**src/rtl/sram_window_reader_if.sv**
```systemverilog
// Bundle between the 2x2 window reader and its neighbours: config, coordinate
// request, SRAM read port and window output.
// Ports: cfg_base/cfg_width/cfg_height, req_valid/req_ready/req_x/req_y,
//        mem_re/mem_addr/mem_data, win_valid/win_ready/win_data/win_err.
// The reader uses the slave modport. The requester, SRAM and consumer side use master.
interface sram_window_reader_if #(
  parameter int ADDR_BITS = 19,
  parameter int DIM_BITS  = 16
) ();
  logic [ADDR_BITS-1:0] cfg_base;
  logic [DIM_BITS-1:0]  cfg_width;
  logic [DIM_BITS-1:0]  cfg_height;

  logic                 req_valid;
  logic                 req_ready;
  logic [DIM_BITS-1:0]  req_x;
  logic [DIM_BITS-1:0]  req_y;

  logic                 mem_re;
  logic [ADDR_BITS-1:0] mem_addr;
  logic [7:0]           mem_data;

  logic                 win_valid;
  logic                 win_ready;
  logic [31:0]          win_data;
  logic                 win_err;

  modport slave (
    input  cfg_base, cfg_width, cfg_height,
    input  req_valid, req_x, req_y,
    output req_ready,
    output mem_re, mem_addr,
    input  mem_data,
    output win_valid, win_data, win_err,
    input  win_ready
  );

  modport master (
    output cfg_base, cfg_width, cfg_height,
    output req_valid, req_x, req_y,
    input  req_ready,
    input  mem_re, mem_addr,
    output mem_data,
    input  win_valid, win_data, win_err,
    output win_ready
  );
endinterface

```
**src/rtl/sram_window_reader.sv**
```systemverilog
// Fetches the 2x2 neighbourhood at (req_x, req_y) with four byte reads and packs it as
// {p11, p10, p01, p00}. The window is valid 6 cycles after accept, or 1 cycle after
// accept for an out-of-range request. The window is held until win_ready.
// req_ready is high only in IDLE, so requests are never queued.
// Ports: clk, aclr (async, active-high), and bus (slave modport of sram_window_reader_if).
// Optional feature: define WINDOW_CLAMP_EN to clamp the right and bottom neighbours
// at the image edge.
module sram_window_reader #(
  parameter int ADDR_BITS = 19,
  parameter int DIM_BITS  = 16
) (
  input  logic                clk,
  input  logic                aclr,
  sram_window_reader_if.slave bus
);

  localparam int PW = 2 * DIM_BITS;
  // The sum is wide enough that the truncation to ADDR_BITS is the only wrap.
  localparam int SW = ((PW > ADDR_BITS) ? PW : ADDR_BITS) + 2;

  typedef enum logic [2:0] {IDLE, RD0, RD1, RD2, RD3, CAP, OUT} state_t;

  state_t               state_q;
  logic [ADDR_BITS-1:0] a00_q, dx_q, dy_q;
  logic                 req_ready_q;
  logic                 mem_re_q;
  logic [ADDR_BITS-1:0] mem_addr_q;
  logic                 win_valid_q;
  logic [31:0]          win_data_q;
  logic                 win_err_q;

  logic [PW-1:0]        prod_d;
  logic [SW-1:0]        sum_d;
  logic [ADDR_BITS-1:0] a00_d, dx_d, dy_d;
  logic                 oob_d;

  // Window origin and neighbour offsets are evaluated from the live request.
  // They are only meaningful on the accept edge.
  always_comb begin
    prod_d = PW'(bus.req_y) * PW'(bus.cfg_width);
    sum_d  = SW'(bus.cfg_base) + SW'(prod_d) + SW'(bus.req_x);
    a00_d  = sum_d[ADDR_BITS-1:0];
    oob_d  = (bus.req_x >= bus.cfg_width) || (bus.req_y >= bus.cfg_height);
    dx_d   = ADDR_BITS'(1);
    dy_d   = ADDR_BITS'(bus.cfg_width);
`ifdef WINDOW_CLAMP_EN
    // On the last column or row, re-read the border pixel instead of stepping off the image.
    if (bus.req_x == bus.cfg_width - DIM_BITS'(1)) dx_d = '0;
    if (bus.req_y == bus.cfg_height - DIM_BITS'(1)) dy_d = '0;
`endif
  end

  // The coordinates are folded into a00_q at accept. After that, only the origin
  // and the two offsets are needed to walk the window.
  always_ff @(posedge clk or posedge aclr) begin
    if (aclr) begin
      state_q     <= IDLE;
      a00_q       <= '0;
      dx_q        <= '0;
      dy_q        <= '0;
      req_ready_q <= 1'b1;
      mem_re_q    <= 1'b0;
      mem_addr_q  <= '0;
      win_valid_q <= 1'b0;
      win_data_q  <= '0;
      win_err_q   <= 1'b0;
    end else begin
      case (state_q)
        IDLE: begin
          if (bus.req_valid && req_ready_q) begin
            req_ready_q <= 1'b0;
            a00_q       <= a00_d;
            dx_q        <= dx_d;
            dy_q        <= dy_d;
            win_data_q  <= '0;
            if (oob_d) begin
              win_err_q   <= 1'b1;
              win_valid_q <= 1'b1;
              state_q     <= OUT;
            end else begin
              win_err_q  <= 1'b0;
              // The address is registered here so that A00 is on the bus during RD0.
              mem_re_q   <= 1'b1;
              mem_addr_q <= a00_d;
              state_q    <= RD0;
            end
          end
        end
        // Each read state sets up the next address. The data for an address
        // arrives one state later.
        RD0: begin
          mem_addr_q <= a00_q + dx_q;
          state_q    <= RD1;
        end
        RD1: begin
          mem_addr_q       <= a00_q + dy_q;
          win_data_q[7:0]  <= bus.mem_data;
          state_q          <= RD2;
        end
        RD2: begin
          mem_addr_q       <= a00_q + dy_q + dx_q;
          win_data_q[15:8] <= bus.mem_data;
          state_q          <= RD3;
        end
        RD3: begin
          mem_re_q          <= 1'b0;
          mem_addr_q        <= '0;
          win_data_q[23:16] <= bus.mem_data;
          state_q           <= CAP;
        end
        CAP: begin
          win_data_q[31:24] <= bus.mem_data;
          win_valid_q       <= 1'b1;
          state_q           <= OUT;
        end
        OUT: begin
          if (bus.win_ready) begin
            win_valid_q <= 1'b0;
            win_data_q  <= '0;
            win_err_q   <= 1'b0;
            req_ready_q <= 1'b1;
            state_q     <= IDLE;
          end
        end
        default: begin
          state_q     <= IDLE;
          req_ready_q <= 1'b1;
          mem_re_q    <= 1'b0;
          mem_addr_q  <= '0;
          win_valid_q <= 1'b0;
          win_data_q  <= '0;
          win_err_q   <= 1'b0;
        end
      endcase
    end
  end

  assign bus.req_ready = req_ready_q;
  assign bus.mem_re    = mem_re_q;
  assign bus.mem_addr  = mem_addr_q;
  assign bus.win_valid = win_valid_q;
  assign bus.win_data  = win_data_q;
  assign bus.win_err   = win_err_q;

endmodule

```
**src/flat_wrapper.sv**
```systemverilog
// flat-port wrapper written by rule: the top's interface ports become plain ports
module sram_window_reader_flat 
#(
  parameter int ADDR_BITS = 19,
  parameter int DIM_BITS  = 16
)
  (clk, aclr, bus_cfg_base, bus_cfg_width, bus_cfg_height, bus_req_valid, bus_req_x, bus_req_y, bus_req_ready, bus_mem_re, bus_mem_addr, bus_mem_data, bus_win_valid, bus_win_data, bus_win_err, bus_win_ready);
  sram_window_reader_if #(.ADDR_BITS(ADDR_BITS), .DIM_BITS(DIM_BITS)) bus_i ();
  input  logic clk;
  input  logic aclr;
  input wire logic [$bits(bus_i.cfg_base)-1:0] bus_cfg_base;
  input wire logic [$bits(bus_i.cfg_width)-1:0] bus_cfg_width;
  input wire logic [$bits(bus_i.cfg_height)-1:0] bus_cfg_height;
  input wire logic [$bits(bus_i.req_valid)-1:0] bus_req_valid;
  input wire logic [$bits(bus_i.req_x)-1:0] bus_req_x;
  input wire logic [$bits(bus_i.req_y)-1:0] bus_req_y;
  output wire logic [$bits(bus_i.req_ready)-1:0] bus_req_ready;
  output wire logic [$bits(bus_i.mem_re)-1:0] bus_mem_re;
  output wire logic [$bits(bus_i.mem_addr)-1:0] bus_mem_addr;
  input wire logic [$bits(bus_i.mem_data)-1:0] bus_mem_data;
  output wire logic [$bits(bus_i.win_valid)-1:0] bus_win_valid;
  output wire logic [$bits(bus_i.win_data)-1:0] bus_win_data;
  output wire logic [$bits(bus_i.win_err)-1:0] bus_win_err;
  input wire logic [$bits(bus_i.win_ready)-1:0] bus_win_ready;
  assign bus_i.cfg_base = bus_cfg_base;
  assign bus_i.cfg_width = bus_cfg_width;
  assign bus_i.cfg_height = bus_cfg_height;
  assign bus_i.req_valid = bus_req_valid;
  assign bus_i.req_x = bus_req_x;
  assign bus_i.req_y = bus_req_y;
  assign bus_req_ready = bus_i.req_ready;
  assign bus_mem_re = bus_i.mem_re;
  assign bus_mem_addr = bus_i.mem_addr;
  assign bus_i.mem_data = bus_mem_data;
  assign bus_win_valid = bus_i.win_valid;
  assign bus_win_data = bus_i.win_data;
  assign bus_win_err = bus_i.win_err;
  assign bus_i.win_ready = bus_win_ready;
  sram_window_reader #(.ADDR_BITS(ADDR_BITS), .DIM_BITS(DIM_BITS)) u_core (.clk(clk), .aclr(aclr), .bus(bus_i));
endmodule
```
**config.mk**
```make
export PLATFORM = sky130hd
export DESIGN_NAME = sram_window_reader_flat
export DESIGN_NICKNAME = d
export VERILOG_FILES = /design/src/rtl/sram_window_reader_if.sv /design/src/rtl/sram_window_reader.sv /design/src/flat_wrapper.sv
export SDC_FILE = /design/constraint.sdc
export NUM_CORES = 1
export LEC_CHECK = 0
export ABC_AREA = 1
export CORE_MARGIN = 1
export CORE_UTILIZATION = 55
export DETAILED_ROUTE_END_ITERATION = 8
export PLACE_DENSITY = 0.82
export SLEW_MARGIN = 20
export SYNTH_ARGS = -nofsm -noshare
export SYNTH_HDL_FRONTEND = slang
export SYNTH_SLANG_ARGS = --single-unit
```
**constraint.sdc**
```tcl
create_clock -name clk -period 5.8 [get_ports clk]
set_clock_uncertainty 0.1 [all_clocks]
set_input_delay 1.74 -clock clk [delete_from_list [all_inputs] [get_ports clk]]
set_output_delay 1.74 -clock clk [all_outputs]
set_load 0.1 [all_outputs]
```
==> impl_metrics.json <==
{
  "maxSlewHeadroom_pct": 31.7,
  "vias_per_cell": 5.50,
  "ys_seq_area_share_pct": 17.8,
  "drive_above_1_share_pct": 19.4,
  "outcome": "finished with violations",
  "r2r-end": "u_core.bus.mem_addr[8]$_DFFE_PP0P_",
  "yosysWarnings": 0,
  "wl_per_cell_um": 18.3,
  "rsz0062_at_grt": "yes",
  "clock_path_buffers": 2,
  "worstHoldStart": "u_core.bus.mem_addr[14]$_DFFE_PP0P_",
  "htreeDepth": 3,
  "required_ns": 6.01,
  "ys_ff_latch": 94,
  "io_buffers": 149,
  "worst_setup_path_start_kind": "input pin",
  "ios": 150,
  "drc": 0,
  "hold_depth": 2,
  "path_class": "in2reg",
  "failed_checks": "setup timing",
  "grt_use_met3_pct": 5.40,
  "grt-busiest-layer": "met2",
  "syn_avg_cell_area_sq_um": 7.10,
  "ff2ff_setup_slack_ns": 1.91,
  "clk_latency_ns": 0.36,
  "grt_use_met1_pct": 42.9,
  "regArea_sq_mm": 0.00235,
  "r2r_start": "u_core.state_q[2]$_DFFE_PP0P_",
  "antenna_left": 0,
  "cp_slowest_cell": "fa_1",
  "max_freq_ghz": 0.147,
  "initial_core_util_pct": 56.1,
  "postSynthCellCount": 1861,
  "grt_max_degree": 54,
  "whs_ns": 0.381,
  "nFillCells": 1679,
  "synth.distinct_cells": 45,
  "hold_path_end": "u_core.bus.mem_addr[14]$_DFFE_PP0P_",
  "tightest_slew_ns": 1.02,
  "die_w_um": 157,
  "multi_input_area_sq_mm": 0.00956,
  "dp_hpwl_um": 33300,
  "fin_crit_ns": 6.78,
  "critPathCaptureType": "flip-flop",
  "synth_nets": 2215,
  "clkTransAtPathRegs_ns": 0.08,
  "areaGrowthSynthToFinish_pct": 31.8,
  "fin_area_sq_mm": 0.0174,
  "grt_overflow": 0,
  "fp.dieH_um": 157,
  "path_max_fanout": 5,
  "fin_crit_sh_pct": 117,
  "via_count": 13500,
  "row_count": 56,
  "diodes": 0,
  "gp_congestion": 0.994,
  "setup_violations": 25,
  "arrival_ns": 6.99,
  "cts.sinks": 94,
  "grt_pass1_wl_um": 69400,
  "placed_area_sq_mm": 0.0161,
  "root_buffer": "clkbuf_16",
  "use_met2_pct": 64.0,
  "layout_setup_ws_ns": -0.984,
  "cp_common_cell": "nand2_1",
  "reg2reg_depth": 18,
  "firstDrtPassIters": 6,
  "dieArea_sq_mm": 0.0247,
  "antenna_found_initial": 0,
  "slew_viol_final": 0,
  "cts_made_buffers": 9,
  "cp_slowest_stage_delay_ns": 0.55,
  "cts_tree": "done",
  "drtIter0Drc": 1133,
  "grtUsageTotal_pct": 36.8,
  "grt_pass1_vias": 13900,
  "cap_viol_max_count": 0,
  "hold_violations": 0,
  "syn-cell-area_sq_mm": 0.0132,
  "finalWirelength_um": 45200,
  "core_sq_mm": 0.0235,
  "nets": 2494,
  "hold_path.class": "reg2reg"
}
[how the worst max path moves through the flow]
stage / from / end / slack, ns / depth (start not counted)
floorplan: bus_cfg_width[1] / u_core.bus.mem_addr[17]$_DFFE_PP0P_ / -0.86 / 28
global placement: bus_req_y[9] / u_core.bus.mem_addr[18]$_DFFE_PP0P_ / -1.54 / 23
detailed placement: bus_cfg_width[1] / u_core.bus.mem_addr[17]$_DFFE_PP0P_ / -1.65 / 28
CTS: bus_cfg_width[3] / u_core.bus.mem_addr[16]$_DFFE_PP0P_ / -0.76 / 26
global route: bus_req_y[4] / u_core.bus.mem_addr[18]$_DFFE_PP0P_ / -1.16 / 29
finish: bus_cfg_width[6] / u_core.bus.mem_addr[17]$_DFFE_PP0P_ / -0.98 / 29
[state kept, by name, summed over array words and instances, names as in the netlist]
name,cells
u_core.a00_q,19
u_core.bus.mem_addr,19
u_core.bus.mem_re,1
u_core.bus.req_ready,1
u_core.bus.win_data,32
u_core.bus.win_err,1
u_core.bus.win_valid,1
u_core.dx_q,1
u_core.dy_q,16
u_core.state_q,3
[metrics by stage]
stage	worst slack (ns)	utilization (%)	instances	TNS, ns
final	-0.984	74.0	2464	-14.71
after global routing	-1.16	74.0	2464	-18.24
after CTS	-0.763	72.6	2456	-10.95
after detailed placement	-1.65	68.2	2398	-34.78
after global placement	-1.54	68.2	2398	-31.75
after floorplan	-0.858	-	1861	-9.93
[placed cells by master, fill, tap and decap left out, types with 3 or more instances in the layout]
master,Yosys,routed
inv_2,8,54
nand2_2,3,35
buf_4,1,127
a21oi_2,0,11
dlygate4sd2_1,0,12
ha_2,0,6
buf_2,9,5
fa_1,153,144
nand4_1,20,20
buf_6,2,48
o21ai_2,2,8
ha_4,0,16
clkdlybuf4s15_2,0,4
and2_1,3,3
buf_8,0,5
nor3_1,10,8
o21ai_0,100,83
nand3_1,80,69
fa_2,0,9
clkdlybuf4s50_1,0,115
buf_12,0,4
xnor2_1,15,14
xor2_1,24,19
a21oi_1,43,30
nand2_1,557,516
nand3_2,2,12
xor2_2,0,3
o211ai_1,8,8
o21ai_4,0,3
inv_1,464,415
clkbuf_16,0,9
o21ai_1,16,24
nor2_2,6,11
nand2_4,2,11
ha_1,106,84
nor2_4,1,3
nor2_1,58,51
dfrtp_1,93,93
nand3b_1,5,5
[cells by family (layout without fill, tap and decap cells)]
kind of cell | after synthesis | count (layout) | share of synthesized area [%]
buffers and inverters | 529 | 813 | 15.3
flip-flops | 94 | 94 | 17.8
AND/OR/NAND/NOR | 755 | 755 | 23.6
adder cells (fa/ha/maj) | 259 | 259 | 33.2
XOR/XNOR | 39 | 39 | 2.58
AO/OA/AOI/OAI | 185 | 185 | 7.55
[cell type report]
| class | count | share of cell area [%] |
|---|---|---|
| Multi-Input combinational cell | 1238 | 54.9 |
| Timing Repair Buffer | 323 | 17.3 |
| Sequential cell | 94 | 13.5 |
| Inverter | 474 | 10.3 |
| Tap cell | 319 | 2.29 |
| Clock buffer | 9 | 1.29 |
| Clock inverter | 7 | 0.388 |
[routing by layer]
layer | wire (um) | vias to the layer above
li1 | - | 6115
met1 | 16500 | 6419
met2 | 22200 | 761
met3 | 3370 | 254
met4 | 3120 | 0
met5 | 0 | -
[synthesized netlist by cell type (all sizes together)]
cell type  instances  area share [%]
nand4             20            0.95
inv              473              13
or2                6            0.28
xor2              24             1.6
ha               106              10
nand2            562              16
dfstp              1            0.20
nand3             83             3.3
nand3b             5            0.28
a32o               1           0.076
a31oi              2           0.095
clkbuf            42             1.2
a21oi             43             1.6
a211oi             3            0.17
a21o               2            0.11
fa               153              23
o21ai            118             4.5
o21a               2            0.11
buf               13            0.60
o211a              1           0.076
clkinv             1           0.028
dfrtp             93              18
xnor2             15            0.99
a22oi              2            0.11
nor3              11            0.45
o221ai             2            0.13
o21bai             1           0.057
o211ai             8            0.45
nor2              65             2.0
and2               3            0.14
[worst max-delay path: cells and delay by family]
| family | cells | cell delay [ns] |
|---|---|---|
| and+or+nand+nor | 9 | 0.74 |
| xor gates and xnor gates | 1 | 0.24 |
| adders and majority gates | 7 | 3.12 |
| buffers and inverters | 9 | 0.69 |
| AOI/OAI and AO/OA | 3 | 0.43 |
[what timing repair did]
item / in CTS / in global routing
hold buffers: 0 / 0
buffers inserted: 45 / 15
gates cloned: 2 / 0
pin swaps: 128 / 62
resized for setup: 241 / 101
endpoints found under the setup margin: 29 / 27
Power is not shown: default switching activity piles up to over one toggle a cycle in this logic, so the estimate is an artifact.
